**config.mk**
```make
export PLATFORM = sky130hd
export DESIGN_NAME = cell_axilite_param_loader_flat
export DESIGN_NICKNAME = d
export VERILOG_FILES = /design/src/rtl/cell_axi_pkg.sv /design/src/rtl/cell_axilite_param_loader_if.sv /design/src/rtl/cell_axilite_param_loader.sv /design/src/flat_wrapper.sv
export SDC_FILE = /design/constraint.sdc
export NUM_CORES = 1
export LEC_CHECK = 0
export ABC_CLOCK_PERIOD_IN_PS = 2200
export BUFFER_PORTS_ARGS = -buffer_cell sky130_fd_sc_hd__clkbuf_2
export CORE_ASPECT_RATIO = 1.4
export CORE_MARGIN = 8
export CORE_UTILIZATION = 52
export CTS_CLUSTER_DIAMETER = 100
export DETAILED_ROUTE_END_ITERATION = 7
export PLACE_DENSITY = 0.8
export SLEW_MARGIN = 0
export SYNTH_ARGS = -nofsm -noshare
export SYNTH_HDL_FRONTEND = slang
export SYNTH_SLANG_ARGS = --single-unit
```
**constraint.sdc**
```tcl
create_clock -name aclk -period 2.2 [get_ports aclk]
set_input_delay 0.44 -clock aclk [delete_from_list [all_inputs] [get_ports aclk]]
set_output_delay 0.44 -clock aclk [all_outputs]
set_load 0.1 [all_outputs]
```
**src/rtl/cell_axi_pkg.sv**
```systemverilog
// Shared AXI-lite definitions for the cell_axilite family.
// Holds the AXI response codes and the parameter loader state encoding.
package cell_axi_pkg;

    localparam logic [1:0] RESP_OKAY   = 2'b00;
    localparam logic [1:0] RESP_EXOKAY = 2'b01;
    localparam logic [1:0] RESP_SLVERR = 2'b10;
    localparam logic [1:0] RESP_DECERR = 2'b11;

    typedef enum logic [2:0] {
        ST_IDLE,
        ST_FETCH,
        ST_ISSUE,
        ST_RESP,
        ST_FIN
    } loader_state_e;

endpackage

```
**src/rtl/cell_axilite_param_loader_if.sv**
```systemverilog
// AXI4-Lite write channels (AW, W, B) between the parameter loader and a
// register-file slave.
//   master: drives awaddr/awvalid, wdata/wstrb/wvalid, bready
//   slave : drives awready, wready, bresp/bvalid
interface cell_axilite_param_loader_if #(
    parameter int ADDR_SIZE  = 32,
    parameter int DATA_WIDTH = 32
);
    localparam int NUM_STROBE = DATA_WIDTH / 8;

    logic [ADDR_SIZE-1:0]  awaddr;
    logic                  awvalid;
    logic                  awready;
    logic [DATA_WIDTH-1:0] wdata;
    logic [NUM_STROBE-1:0] wstrb;
    logic                  wvalid;
    logic                  wready;
    logic [1:0]            bresp;
    logic                  bvalid;
    logic                  bready;

    modport master (
        output awaddr, awvalid, wdata, wstrb, wvalid, bready,
        input  awready, wready, bresp, bvalid
    );

    modport slave (
        input  awaddr, awvalid, wdata, wstrb, wvalid, bready,
        output awready, wready, bresp, bvalid
    );

endinterface

```
**src/rtl/cell_axilite_param_loader.sv**
```systemverilog
// AXI4-Lite write initiator: on start, streams word_count words from a
// valid/ready source into consecutive word addresses starting at base_addr,
// one single-beat write at a time. A non-OKAY response aborts the command
// and records the failing address.
// Ports:
//   aclk, aresetn            clock, async active-low reset
//   start/base_addr/word_count  command (sampled only in IDLE)
//   s_data/s_valid/s_ready   word source
//   busy/done/err/err_addr   status (err sticky until next start)
//   axi                      AXI-lite write channels (master side)
module cell_axilite_param_loader
    import cell_axi_pkg::*;
#(
    parameter int ADDR_SIZE  = 32,
    parameter int DATA_WIDTH = 32,
    parameter int CNT_W      = 8
) (
    input  logic                  aclk,
    input  logic                  aresetn,
    input  logic                  start,
    input  logic [ADDR_SIZE-1:0]  base_addr,
    input  logic [CNT_W-1:0]      word_count,
    input  logic [DATA_WIDTH-1:0] s_data,
    input  logic                  s_valid,
    output logic                  s_ready,
    output logic                  busy,
    output logic                  done,
    output logic                  err,
    output logic [ADDR_SIZE-1:0]  err_addr,
    cell_axilite_param_loader_if.master axi
);

    localparam int NUM_STROBE = DATA_WIDTH / 8;

    loader_state_e         state, state_d;
    logic [ADDR_SIZE-1:0]  addr;
    logic [CNT_W-1:0]      remaining;
    logic [ADDR_SIZE-1:0]  awaddr;
    logic [DATA_WIDTH-1:0] wdata;
    logic                  awvalid, wvalid, bready;

    logic s_ready_d, awvalid_d, wvalid_d, bready_d, done_d, busy_d;
    logic latch, capture, resp_ok, resp_err;

    always_ff @(posedge aclk or negedge aresetn) begin
        if (!aresetn) state <= ST_IDLE;
        else          state <= state_d;
    end

    // Next state plus the next value of every registered output, so each
    // output is a flop that already reflects the state being entered.
    always_comb begin
        state_d   = state;
        s_ready_d = 1'b0;
        awvalid_d = 1'b0;
        wvalid_d  = 1'b0;
        bready_d  = 1'b0;
        done_d    = 1'b0;
        busy_d    = busy;
        latch     = 1'b0;
        capture   = 1'b0;
        resp_ok   = 1'b0;
        resp_err  = 1'b0;
        unique case (state)
            ST_IDLE: begin
                if (start) begin
                    latch  = 1'b1;
                    busy_d = 1'b1;
                    if (word_count != '0) begin
                        state_d   = ST_FETCH;
                        s_ready_d = 1'b1;
                    end else begin
                        state_d = ST_FIN;
                        done_d  = 1'b1;
                    end
                end
            end
            ST_FETCH: begin
                s_ready_d = 1'b1;
                if (s_valid && s_ready) begin
                    capture   = 1'b1;
                    s_ready_d = 1'b0;
                    awvalid_d = 1'b1;
                    wvalid_d  = 1'b1;
                    state_d   = ST_ISSUE;
                end
            end
            ST_ISSUE: begin
                // AW and W retire independently; leave once both are gone.
                awvalid_d = awvalid & ~axi.awready;
                wvalid_d  = wvalid & ~axi.wready;
                if (!awvalid_d && !wvalid_d) begin
                    state_d  = ST_RESP;
                    bready_d = 1'b1;
                end
            end
            ST_RESP: begin
                bready_d = 1'b1;
                if (axi.bvalid) begin
                    bready_d = 1'b0;
                    if (axi.bresp != RESP_OKAY) begin
                        resp_err = 1'b1;
                        state_d  = ST_FIN;
                        done_d   = 1'b1;
                    end else begin
                        resp_ok = 1'b1;
                        if (remaining == CNT_W'(1)) begin
                            state_d = ST_FIN;
                            done_d  = 1'b1;
                        end else begin
                            state_d   = ST_FETCH;
                            s_ready_d = 1'b1;
                        end
                    end
                end
            end
            ST_FIN: begin
                busy_d  = 1'b0;
                state_d = ST_IDLE;
            end
            default: state_d = ST_IDLE;
        endcase
    end

    always_ff @(posedge aclk or negedge aresetn) begin
        if (!aresetn) begin
            s_ready   <= 1'b0;
            awvalid   <= 1'b0;
            wvalid    <= 1'b0;
            bready    <= 1'b0;
            done      <= 1'b0;
            busy      <= 1'b0;
            err       <= 1'b0;
            err_addr  <= '0;
            addr      <= '0;
            remaining <= '0;
            awaddr    <= '0;
            wdata     <= '0;
        end else begin
            s_ready <= s_ready_d;
            awvalid <= awvalid_d;
            wvalid  <= wvalid_d;
            bready  <= bready_d;
            done    <= done_d;
            busy    <= busy_d;
            if (latch) begin
                addr      <= base_addr;
                remaining <= word_count;
                err       <= 1'b0;
                err_addr  <= '0;
            end
            if (capture) begin
                awaddr <= addr;
                wdata  <= s_data;
            end
            // Address wraps silently at the top of the address space.
            if (resp_ok) begin
                addr      <= addr + ADDR_SIZE'(NUM_STROBE);
                remaining <= remaining - CNT_W'(1);
            end
            if (resp_err) begin
                err      <= 1'b1;
                err_addr <= addr;
            end
        end
    end

    assign axi.awaddr  = awaddr;
    assign axi.awvalid = awvalid;
    assign axi.wdata   = wdata;
    assign axi.wstrb   = '1;
    assign axi.wvalid  = wvalid;
    assign axi.bready  = bready;

endmodule

```
**src/flat_wrapper.sv**
```systemverilog
// flat-port wrapper written by rule: the top's interface ports become plain ports
module cell_axilite_param_loader_flat import cell_axi_pkg::*;
#(
    parameter int ADDR_SIZE  = 32,
    parameter int DATA_WIDTH = 32,
    parameter int CNT_W      = 8
)
  (aclk, aresetn, start, base_addr, word_count, s_data, s_valid, s_ready, busy, done, err, err_addr, axi_awaddr, axi_awvalid, axi_wdata, axi_wstrb, axi_wvalid, axi_bready, axi_awready, axi_wready, axi_bresp, axi_bvalid);
  cell_axilite_param_loader_if #(.ADDR_SIZE(ADDR_SIZE), .DATA_WIDTH(DATA_WIDTH)) axi_i ();
  input  logic aclk;
  input  logic aresetn;
  input  logic start;
  input  logic [ADDR_SIZE-1:0] base_addr;
  input  logic [CNT_W-1:0] word_count;
  input  logic [DATA_WIDTH-1:0] s_data;
  input  logic s_valid;
  output logic s_ready;
  output logic busy;
  output logic done;
  output logic err;
  output logic [ADDR_SIZE-1:0] err_addr;
  output wire logic [$bits(axi_i.awaddr)-1:0] axi_awaddr;
  output wire logic [$bits(axi_i.awvalid)-1:0] axi_awvalid;
  output wire logic [$bits(axi_i.wdata)-1:0] axi_wdata;
  output wire logic [$bits(axi_i.wstrb)-1:0] axi_wstrb;
  output wire logic [$bits(axi_i.wvalid)-1:0] axi_wvalid;
  output wire logic [$bits(axi_i.bready)-1:0] axi_bready;
  input wire logic [$bits(axi_i.awready)-1:0] axi_awready;
  input wire logic [$bits(axi_i.wready)-1:0] axi_wready;
  input wire logic [$bits(axi_i.bresp)-1:0] axi_bresp;
  input wire logic [$bits(axi_i.bvalid)-1:0] axi_bvalid;
  assign axi_awaddr = axi_i.awaddr;
  assign axi_awvalid = axi_i.awvalid;
  assign axi_wdata = axi_i.wdata;
  assign axi_wstrb = axi_i.wstrb;
  assign axi_wvalid = axi_i.wvalid;
  assign axi_bready = axi_i.bready;
  assign axi_i.awready = axi_awready;
  assign axi_i.wready = axi_wready;
  assign axi_i.bresp = axi_bresp;
  assign axi_i.bvalid = axi_bvalid;
  cell_axilite_param_loader #(.ADDR_SIZE(ADDR_SIZE), .DATA_WIDTH(DATA_WIDTH), .CNT_W(CNT_W)) u_core (.aclk(aclk), .aresetn(aresetn), .start(start), .base_addr(base_addr), .word_count(word_count), .s_data(s_data), .s_valid(s_valid), .s_ready(s_ready), .busy(busy), .done(done), .err(err), .err_addr(err_addr), .axi(axi_i));
endmodule
```
==> summary.txt, run 1 <==
Placed design
  • Cell count after placement: approximately 850
  • Hpwl dp: 12800 um
  • GP Congestion: between 0.8 and 0.9
  • Buffers on Ports: roughly 180

Logic synthesis
  • Post-synth ARST share: 100%
  • Ys flop type: dfrtp_1
  • Cell Area, Synth: approximately 6300 um^2
  • Netlist cell types: 47
  • Register area share after synthesis: 58.0%
  • Seq cells post-synth: around 150
  • Post-Syn Instances: between 500 and 600
  • EDFF count, synth: 0
  • Synth warn: 0
  • Syn avg cell area: between 10 and 15 um^2

Critical path
  • Critical path peak fanout: 8
  • Slowest stage delay, CP: ~500 ps
  • CP Cell Sequence: nand4_1, nor2_1, nand2_1, o311ai_0, nand3_1
  • CP Capture Type: flip-flop
  • Crit path kind: reg2reg
  • CP Data Required Time: 2470 ps
  • CP arrival: ~2200 ps
  • Critical path launch point type: flip-flop
  • Worst path slowest cell: dfrtp_1

Clock network
  • Setup Buffers After CTS: 0
  • CTS tree: yes
  • Sink Count: 146
  • Post-CTS sizing: 0
  • Root Buffer: clkbuf_16
  • CTS Buffer Depth: 2
  • Clock transition at path regs: 60 ps
  • Hold buffer count at cts: 0
  • H-tree Lvls: 4
  • Clock latency on the worst-skew pair: ~400 ps
  • CTS Buf Count: 17

Cells and area
  • Finished Core Util: 68.6%
  • N_diodes: 0
  • Area Growth Syn to Fin: 28.6%
  • Fraction of layout cells with a size suffix above 1: a little over two fifths
  • Final net count: 805
  • Non-filler cells, final: 879

Timing
  • Max-slew violations: 0
  • RSZ-0062 raised after global routing: no
  • Final setup viols: 0
  • Pin slew with the least headroom to its limit: around 800 ps
  • Max Clk Rate: 0.519 GHz
  • Period utilisation layout: 87.6%
  • Final setup skew: approximately 8.6 ps
  • Fin. Hold Viols: 0
  • Setup TNS: 0 ps
  • Normalized max-slew margin: between 40 and 50%
  • Fin crit period: roughly 1900 ps

Route
  • Routed Antenna Nets: 0
  • Via density: ~5.8
  • Routed WL: around 18000 um
  • WL/cell: roughly 20 um
  • DRT iter0 DRCs: around 280
  • Pre-antenna DRT Iters: 5
  • Residual DRC: 0
  • Via count: roughly 5000

Global routing
  • Largest net degree at the start of global routing: 63
  • Initial antenna violation count: 0
  • Vias in the first global route: ~5400
  • First-pass GRT wire length: between 20000 and 30000 um
  • GRT overflow: 0
  • Tot GR Track Use: ~23%

Floorplanning
  • Row count: 47
  • DIE AREA: around 16000 um^2
  • # IOs: roughly 190
  • Initial Util: around 53%
  • Core area: approximately 12000 um^2
  • Die height: approximately 150 um
  • Die width: between 100 and 150 um

Outcome
  • Status: completed

Worst hold path
  • HP Class: in2async

Run
  • Maxcap violations: 0
final cells by class:
type / instances / area (um^2)
fill: 879 / 3710
sequential: 146 / 3650
multi-input combinational: 344 / 2480
timing repair buffer: 206 / 1130
clock buffer: 21 / 450
tap: 147 / 184
clock inverter: 9 / 180
inverter: 6 / 22.5
cells in the final DEF (no fill, tap or decap), types with 4 or more instances in the layout:
cell and instances:
a21oi_1 9, a22o_1 33, a22oi_1 5, a31oi_1 4, and3_1 4, buf_4 20, bufinv_16 5, clkbuf_16 17
clkbuf_2 182, conb_1 4, dfrtp_1 146, inv_1 6, mux2_2 63, nand2_1 61, nand2b_1 4, nand3_1 18
nand4_1 11, nor2_1 21, nor3_1 4, nor4_1 6, o211ai_1 12, o21ai_0 17, o311ai_0 15, or3_1 4
state kept, by name, summed over array words and instances, names as in the netlist, 3 cells and up:
| signal | flops |
|---|---|
| u_core.addr | 32 |
| u_core.axi.awaddr | 32 |
| u_core.axi.wdata | 32 |
| u_core.err_addr | 32 |
| u_core.remaining | 8 |
| u_core.state | 3 |
cells in the mapped netlist (2+ instances only):
cell type,count,area (um^2)
a22o_1,33,289
ha_1,3,37.5
a21o_1,2,15.0
nand3_1,19,95.1
mux2_2,63,709
nor3_2,2,20.0
buf_4,7,52.6
a22oi_1,5,37.5
nor2_1,23,86.3
o31a_1,3,26.3
nor3_1,4,20.0
inv_1,6,22.5
nor2b_1,2,12.5
xnor2_1,2,17.5
a21oi_1,9,45.0
nor4_1,7,43.8
nand4_1,11,68.8
buf_2,13,65.1
and4_1,2,17.5
o311ai_0,15,131
nand2_1,61,229
clkbuf_1,16,60.1
o31ai_1,3,22.5
a221o_1,3,30.0
and3_1,4,25.0
o311ai_1,2,17.5
o21ai_0,17,85.1
xor2_1,2,17.5
or3_1,4,25.0
and2_1,2,12.5
nand4b_1,3,26.3
o22ai_1,2,12.5
nand2b_1,4,25.0
o21ai_1,2,10.0
a32oi_1,2,17.5
dfrtp_1,146,3650
o211ai_1,12,90.1
a31oi_1,4,25.0
cell families (layout without fill, tap and decap cells):
family	after synthesis	in the layout	share of synthesized area [%]
and+or+nand+nor	154	154	12.5
AOI/OAI and AO/OA	116	116	13.9
muxes	63	63	11.3
adders and majority gates	3	3	0.596
xor gates and xnor gates	4	4	0.556
buffers and inverters	42	242	3.18
DFF	146	146	58.0
other	1	4	0.0595
through the flow:
step	setup WS [ps]	hold WS [ps]	instance area [um^2]
3_5_place_dp	197	466	7470
5_1_grt	2.78	39.9	8110
2_1_floorplan	325	144	6310
6_report	273	5.46	8110
4_1_cts	281	30.5	8110
3_3_place_gp	224	453	7470
critical path: cells and delay by family (launching register included):
family	cells	cell delay, ps
AND/OR/NAND/NOR	4	880
flip-flops	1	500
AO/OA/AOI/OAI	1	400
routing by layer:
layer	wire (um)	vias up	global-route usage (%)
li1	-	2340	-
met1	6570	2507	26.5
met2	9080	231	38.0
met3	1500	35	5.90
met4	394	0	9.42
met5	0	-	0
worst paths after layout:
path / from / endpoint / slack (ps) / cells after the start
setup / recovery: u_core.addr[10] / u_core.addr[28] / 270 / 5
hold / removal: aresetn / u_core.axi.wdata[23] / 5 / 1
setup reg to reg: u_core.addr[10] / u_core.addr[28] / 270 / 5
hold reg to reg: u_core.err / u_core.err / 480 / 1
max in group asynchronous: aresetn / u_core.axi.bready / 1520 / 2
min in group aclk: base_addr[1] / u_core.addr[1] / 230 / 3
Power of run 1 is left out: the tool's default activity adds up to more than one toggle a clock period on the data nets, which glitch-free logic cannot reach.
==> run 2: changes to the inputs <==
- CELL_PAD_IN_SITES_DETAIL_PLACEMENT: unset -> 1
- CELL_PAD_IN_SITES_GLOBAL_PLACEMENT: unset -> 1
- CORE_UTILIZATION: 52 -> 41
- CTS_BUF_LIST: unset -> sky130_fd_sc_hd__clkbuf_4 sky130_fd_sc_hd__clkbuf_8
- PLACE_DENSITY: 0.8 -> unset
- PLACE_DENSITY_LB_ADDON: unset -> 0.1
- TNS_END_PERCENT: unset -> 20
==> summary.txt, run 2 (synthesis results as in run 1) <==
Critical path
  • Critical path peak fanout: 8
  • CP Cell Sequence: nand4_2, nor3_2, nand4_1, and3_1, or3_1
  • Worst path slowest cell: dfrtp_1
  • CP Capture Type: flip-flop
  • R2R cell count: 5
  • Crit path kind: reg2reg
  • CP Data Required Time: around 2500 ps
  • Critical path launch point type: flip-flop
  • CP arrival: 2320 ps
  • Slowest stage delay, CP: 520 ps

Route
  • Via density: about 5.5
  • Via count: 5141
  • Residual DRC: 0
  • Routed Antenna Nets: 0
  • Routed WL: 19100 um
  • Pre-antenna DRT Iters: 4
  • DRT iter0 DRCs: about 210
  • WL/cell: between 20 and 25 um

Cells and area
  • Most frequent cells in the layout: 182 x clkbuf_2, 145 x dfrtp_1, 63 x mux2_2
  • Area Growth Syn to Fin: 27.0%
  • Sequential cell area: 3650 um^2
  • Fraction of layout cells with a size suffix above 1: a little over two fifths
  • Fillers: 1718
  • Area of the multi-input gates: 2500 um^2
  • N_diodes: 0
  • Most common cell after layout, fill and taps aside: clkbuf_2
  • Final net count: between 800 and 900

Timing
  • Hold slack: about 200 ps
  • Max Clk Rate: 0.498 GHz
  • RSZ-0062 raised after global routing: no
  • Final setup skew: approximately 16 ps
  • Fin crit period: roughly 2000 ps
  • Fin. Hold Viols: 0
  • Max-slew violations: 0
  • Period utilisation layout: between 90% and 100%
  • Final setup viols: 0
  • Pin slew with the least headroom to its limit: 928 ps
  • Setup TNS: 0 ps
  • Normalized max-slew margin: 38.0%

Placed design
  • Buffers on Ports: 183
  • Hpwl dp: 14100 um
  • GP Congestion: ~0.80

Floorplanning
  • Die height: approximately 160 um
  • Die width: about 120 um
  • # IOs: between 150 and 200
  • Row count: between 50 and 60
  • DIE AREA: 19600 um^2
  • Core area: 15100 um^2
  • Initial Util: between 40% and 50%

Clock network
  • Sink Count: 146
  • CTS tree: yes
  • CTS Buffer Depth: 2
  • H-tree Lvls: 4
  • Clock transition at path regs: 90 ps
  • Root Buffer: clkbuf_8
  • Clock latency on the worst-skew pair: between 400 and 500 ps
  • CTS Buf Count: 17

Global routing
  • GRT overflow: 0
  • Tot GR Track Use: about a fifth
  • Vias in the first global route: roughly 5700
  • Initial antenna violation count: 0
  • First-pass GRT wire length: 30600 um
  • Largest net degree at the start of global routing: 56

Worst hold path
  • HP Class: in2reg
  • Worst Hold Depth: 3

Outcome
  • Status: completed

Run
  • Maxcap violations: 0
-- run 2: changes by cell type in the layout (fill, tap and decap cells not counted), moves of 2 or more --
cell,previous run,this run
buf_4,20,23
clkbuf_16,17,0
nor2_4,0,2
inv_6,1,3
clkbuf_1,3,0
clkbuf_4,0,3
clkinv_2,1,3
clkbuf_8,1,17
-- run 2: area by class of cell --
class	count	share of cell area [%]
Sequential cell	146	45.7
Multi-Input combinational cell	344	31.3
Inverter	6	0.282
Clock inverter	12	2.22
Clock buffer	20	3.21
Tap cell	192	3.00
Timing Repair Buffer	209	14.3
-- run 2: metrics by stage --
step	utilization [%]	cell area, um^2	instances	setup slack, ps
6_report	53.1	8000	929	191
4_1_cts	53.1	7990	929	58.4
3_5_place_dp	50.1	7540	896	11.0
2_1_floorplan	-	6310	532	325
5_1_grt	53.1	8000	929	0.976
3_3_place_gp	50.1	7540	896	153
-- run 2: critical path, delay by kind of cell (launching register included) --
family | cells | cell delay [ps]
AND/OR/NAND/NOR | 5 | 1370
flip-flops | 1 | 520
-- run 2: what timing repair did --
item	in CTS	in global routing
buffers inserted	0	0
hold buffers	1	0
endpoints found under the setup margin	0	4
endpoints found under the hold margin	51	0
resized for setup	0	4
-- run 2: layer usage --
metal  vias up  GRT usage, %  part of all wire (%)
li1       2338             -                     -
met1      2615          22.8                    41
met4         0          7.18                   1.8
met2       165          34.4                    51
met3        23          4.65                   6.1
met5         -             0                     0
-- run 2: final timing paths --
path,startpoint,to,slack [ps]
min in group asynchronous,aresetn,u_core.axi.wdata[20],520
min reg2reg,u_core.axi.awaddr[8],u_core.axi.awaddr[8],490
max,u_core.addr[4],u_core.addr[23],190
max in group asynchronous,aresetn,u_core.addr[12],970
min,base_addr[1],u_core.addr[1],200
max reg2reg,u_core.addr[4],u_core.addr[23],190
Power of run 2 is left out for the same reason.
==> run 3: changes to the inputs <==
--- a/config.mk
+++ b/config.mk
@@ -6,5 +6,5 @@
 export NUM_CORES = 1
 export LEC_CHECK = 0
-export ABC_CLOCK_PERIOD_IN_PS = 2200
+export ABC_CLOCK_PERIOD_IN_PS = 1700
 export BUFFER_PORTS_ARGS = -buffer_cell sky130_fd_sc_hd__clkbuf_2
 export CELL_PAD_IN_SITES_DETAIL_PLACEMENT = 1
@@ -12,5 +12,5 @@
 export CORE_ASPECT_RATIO = 1.4
 export CORE_MARGIN = 8
-export CORE_UTILIZATION = 41
+export CORE_UTILIZATION = 37
 export CTS_BUF_LIST = sky130_fd_sc_hd__clkbuf_4 sky130_fd_sc_hd__clkbuf_8
 export CTS_CLUSTER_DIAMETER = 100
==> constraint.sdc (replaced) <==
create_clock -name aclk -period 1.7 [get_ports aclk]
set_input_delay 0.34 -clock aclk [delete_from_list [all_inputs] [get_ports aclk]]
set_output_delay 0.34 -clock aclk [all_outputs]
set_load 0.005 [all_outputs]
==> summary.txt, run 3 (synthesis results as in run 1) <==
Outcome
  • Status: finished, violations left
  • Failing checks: negative setup slack

Cells and area
  • Fillers: 1839
  • Final net count: 863
  • N_diodes: 0
  • Most common cell after layout, fill and taps aside: clkbuf_2
  • Non-filler cells, final: about 1000
  • Sequential cell area: approximately 3700 um^2
  • Area Growth Syn to Fin: 38.4%
  • Most frequent cells in the layout: 182 x clkbuf_2, 142 x dfrtp_1, 63 x mux2_2
  • Area of the multi-input gates: between 2000 and 3000 um^2
  • Fraction of layout cells with a size suffix above 1: roughly half

Critical path
  • R2R cell count: 5
  • Reg-to-reg critical path startpoint: u_core.state[2]
  • Crit path kind: reg2reg
  • Critical path peak fanout: 5
  • CP Capture Type: flip-flop
  • Critical path launch point type: flip-flop
  • Critical Path Start: u_core.state[2]
  • CP Data Required Time: ~2000 ps
  • CP arrival: roughly 2100 ps

Timing
  • Max-slew violations: 0
  • Max Clk Rate: approximately 0.56 GHz
  • Final setup skew: around 8 ps
  • Fin crit period: roughly 1800 ps
  • Fin. Hold Viols: 0
  • Period utilisation layout: 106%
  • RSZ-0062 raised after global routing: yes
  • Hold slack: between 70 and 80 ps
  • Pin slew with the least headroom to its limit: approximately 640 ps
  • Post-layout worst setup margin: -96.1 ps
  • Final setup viols: 11
  • Normalized max-slew margin: between 50 and 60%

Floorplanning
  • Core area: roughly 17000 um^2
  • Die height: between 150 and 200 um
  • # IOs: approximately 190
  • DIE AREA: 21500 um^2
  • Die width: 126 um
  • Row count: 56
  • Initial Util: between 30% and 40%

Placed design
  • Hpwl dp: 14900 um
  • Setup Slack @ Placement: -130 ps
  • Cell count after placement: 953
  • GP Congestion: approximately 0.81
  • Buffers on Ports: about 180

Route
  • WL/cell: 20.7 um
  • Routed Antenna Nets: 0
  • Residual DRC: 0
  • Via count: between 5000 and 6000
  • Pre-antenna DRT Iters: 4
  • Via density: 5.40
  • Routed WL: slightly above 20000 um
  • DRT iter0 DRCs: between 200 and 250

Run
  • Maxcap violations: 0

Power and ir drop
  • Int Power: roughly 9.8 mW
  • Power density over cell area: about 1700 nW/um^2
  • Lkg Pwr: between 4 and 5 nW
  • Sequential share of power: between 40% and 50%
  • Net Sw Frac: 35.3%
  • Clock power frac: about a fifth
  • Max VDD drop: a little over 0.6 mV
  • Comb pwr share: roughly 38%
  • Net load switching power: between 5 and 6 mW

Clock network
  • Clock transition at path regs: ~90 ps
  • Sink Count: between 100 and 150
  • CTS Buf Count: 17
  • CTS tree: yes
  • Clock latency on the worst-skew pair: about 460 ps
  • Root Buffer: clkbuf_8
  • CTS Buffer Depth: 2
  • H-tree Lvls: 4

Worst hold path
  • Worst Hold Depth: 3
  • HP Class: in2reg
  • Hold Crit Start: base_addr[0]

Global routing
  • First-pass GRT wire length: 33100 um
  • Vias in the first global route: ~6000
  • Largest net degree at the start of global routing: between 60 and 70
  • GRT overflow: 0
  • Initial antenna violation count: 0
  • Tot GR Track Use: a little under 20%
-- run 3: cell count changes in the layout (fill, tap and decap cells not counted), moves of 5 or more --
cell	delta
buf_4	+36
o21ai_1	+5
buf_6	+13
o311ai_1	+11
nand3_1	-6
o21ai_0	-5
o311ai_0	-12
nand3_2	+5
-- run 3: power by group through the flow --
stage	Sequential (mW)	Combinational (mW)	Clock [mW]
floorplan	6.11	2.66	0
CTS	6.18	5.70	3.33
finish	6.19	5.76	3.21
global route	6.41	6.41	3.44
global placement	6.14	5.40	0
detailed placement	6.22	5.60	0
-- run 3: final cells by class --
| type | count | area share [%] |
|---|---|---|
| inverter | 6 | 0.258 |
| tap | 203 | 2.91 |
| clock inverter | 14 | 2.54 |
| sequential | 146 | 41.9 |
| timing repair buffer | 263 | 18.9 |
| clock buffer | 18 | 2.84 |
| multi-input combinational | 345 | 30.6 |
-- run 3: final timing paths --
check | end | slack (ps)
setup / recovery | u_core.remaining[4] | -100
hold / removal | u_core.addr[0] | 80
setup reg to reg | u_core.remaining[4] | -100
hold reg to reg | u_core.err | 490
max in group asynchronous | u_core.state[2] | 720
min in group asynchronous | u_core.axi.wdata[9] | 310
-- run 3: worst max-delay path: stages, from the launching register on --
cell and delay (ps):
dfrtp_2 400, nand4b_4 180, or3_4 370, or3_4 380
o211ai_1 190, o311ai_1 140
-- run 3: timing repair --
action | in CTS | in global routing
pin swaps | 25 | 17
hold buffers | 1 | 0
buffers inserted | 1 | 5
gates resized for setup | 31 | 34
gates cloned | 1 | 2
hold endpoints to repair | 23 | 0
endpoints found under the setup margin | 124 | 133
-- run 3: metal layers --
metal	vias up	global-route usage (%)	share of wire [%]	wire length, um
met5	-	0	0	0
met4	0	6.09	1.6	335
met3	26	5.76	5.9	1220
met2	160	34.5	52	10700
li1	2454	-	-	-
met1	2731	22.0	40	8310
-- run 3: stage by stage --
step | instance area (um^2) | util, % | TNS (ps) | power (mW)
2_1_floorplan | 6330 | - | -186 | 8.77
3_3_place_gp | 7970 | 47.6 | -2500 | 11.5
3_5_place_dp | 7970 | 47.6 | -6880 | 11.8
4_1_cts | 8560 | 51.1 | -3450 | 15.2
5_1_grt | 8720 | 52.1 | -4900 | 16.3
6_report | 8720 | 52.1 | -356 | 15.2
Power figures use the tool's default switching activity.
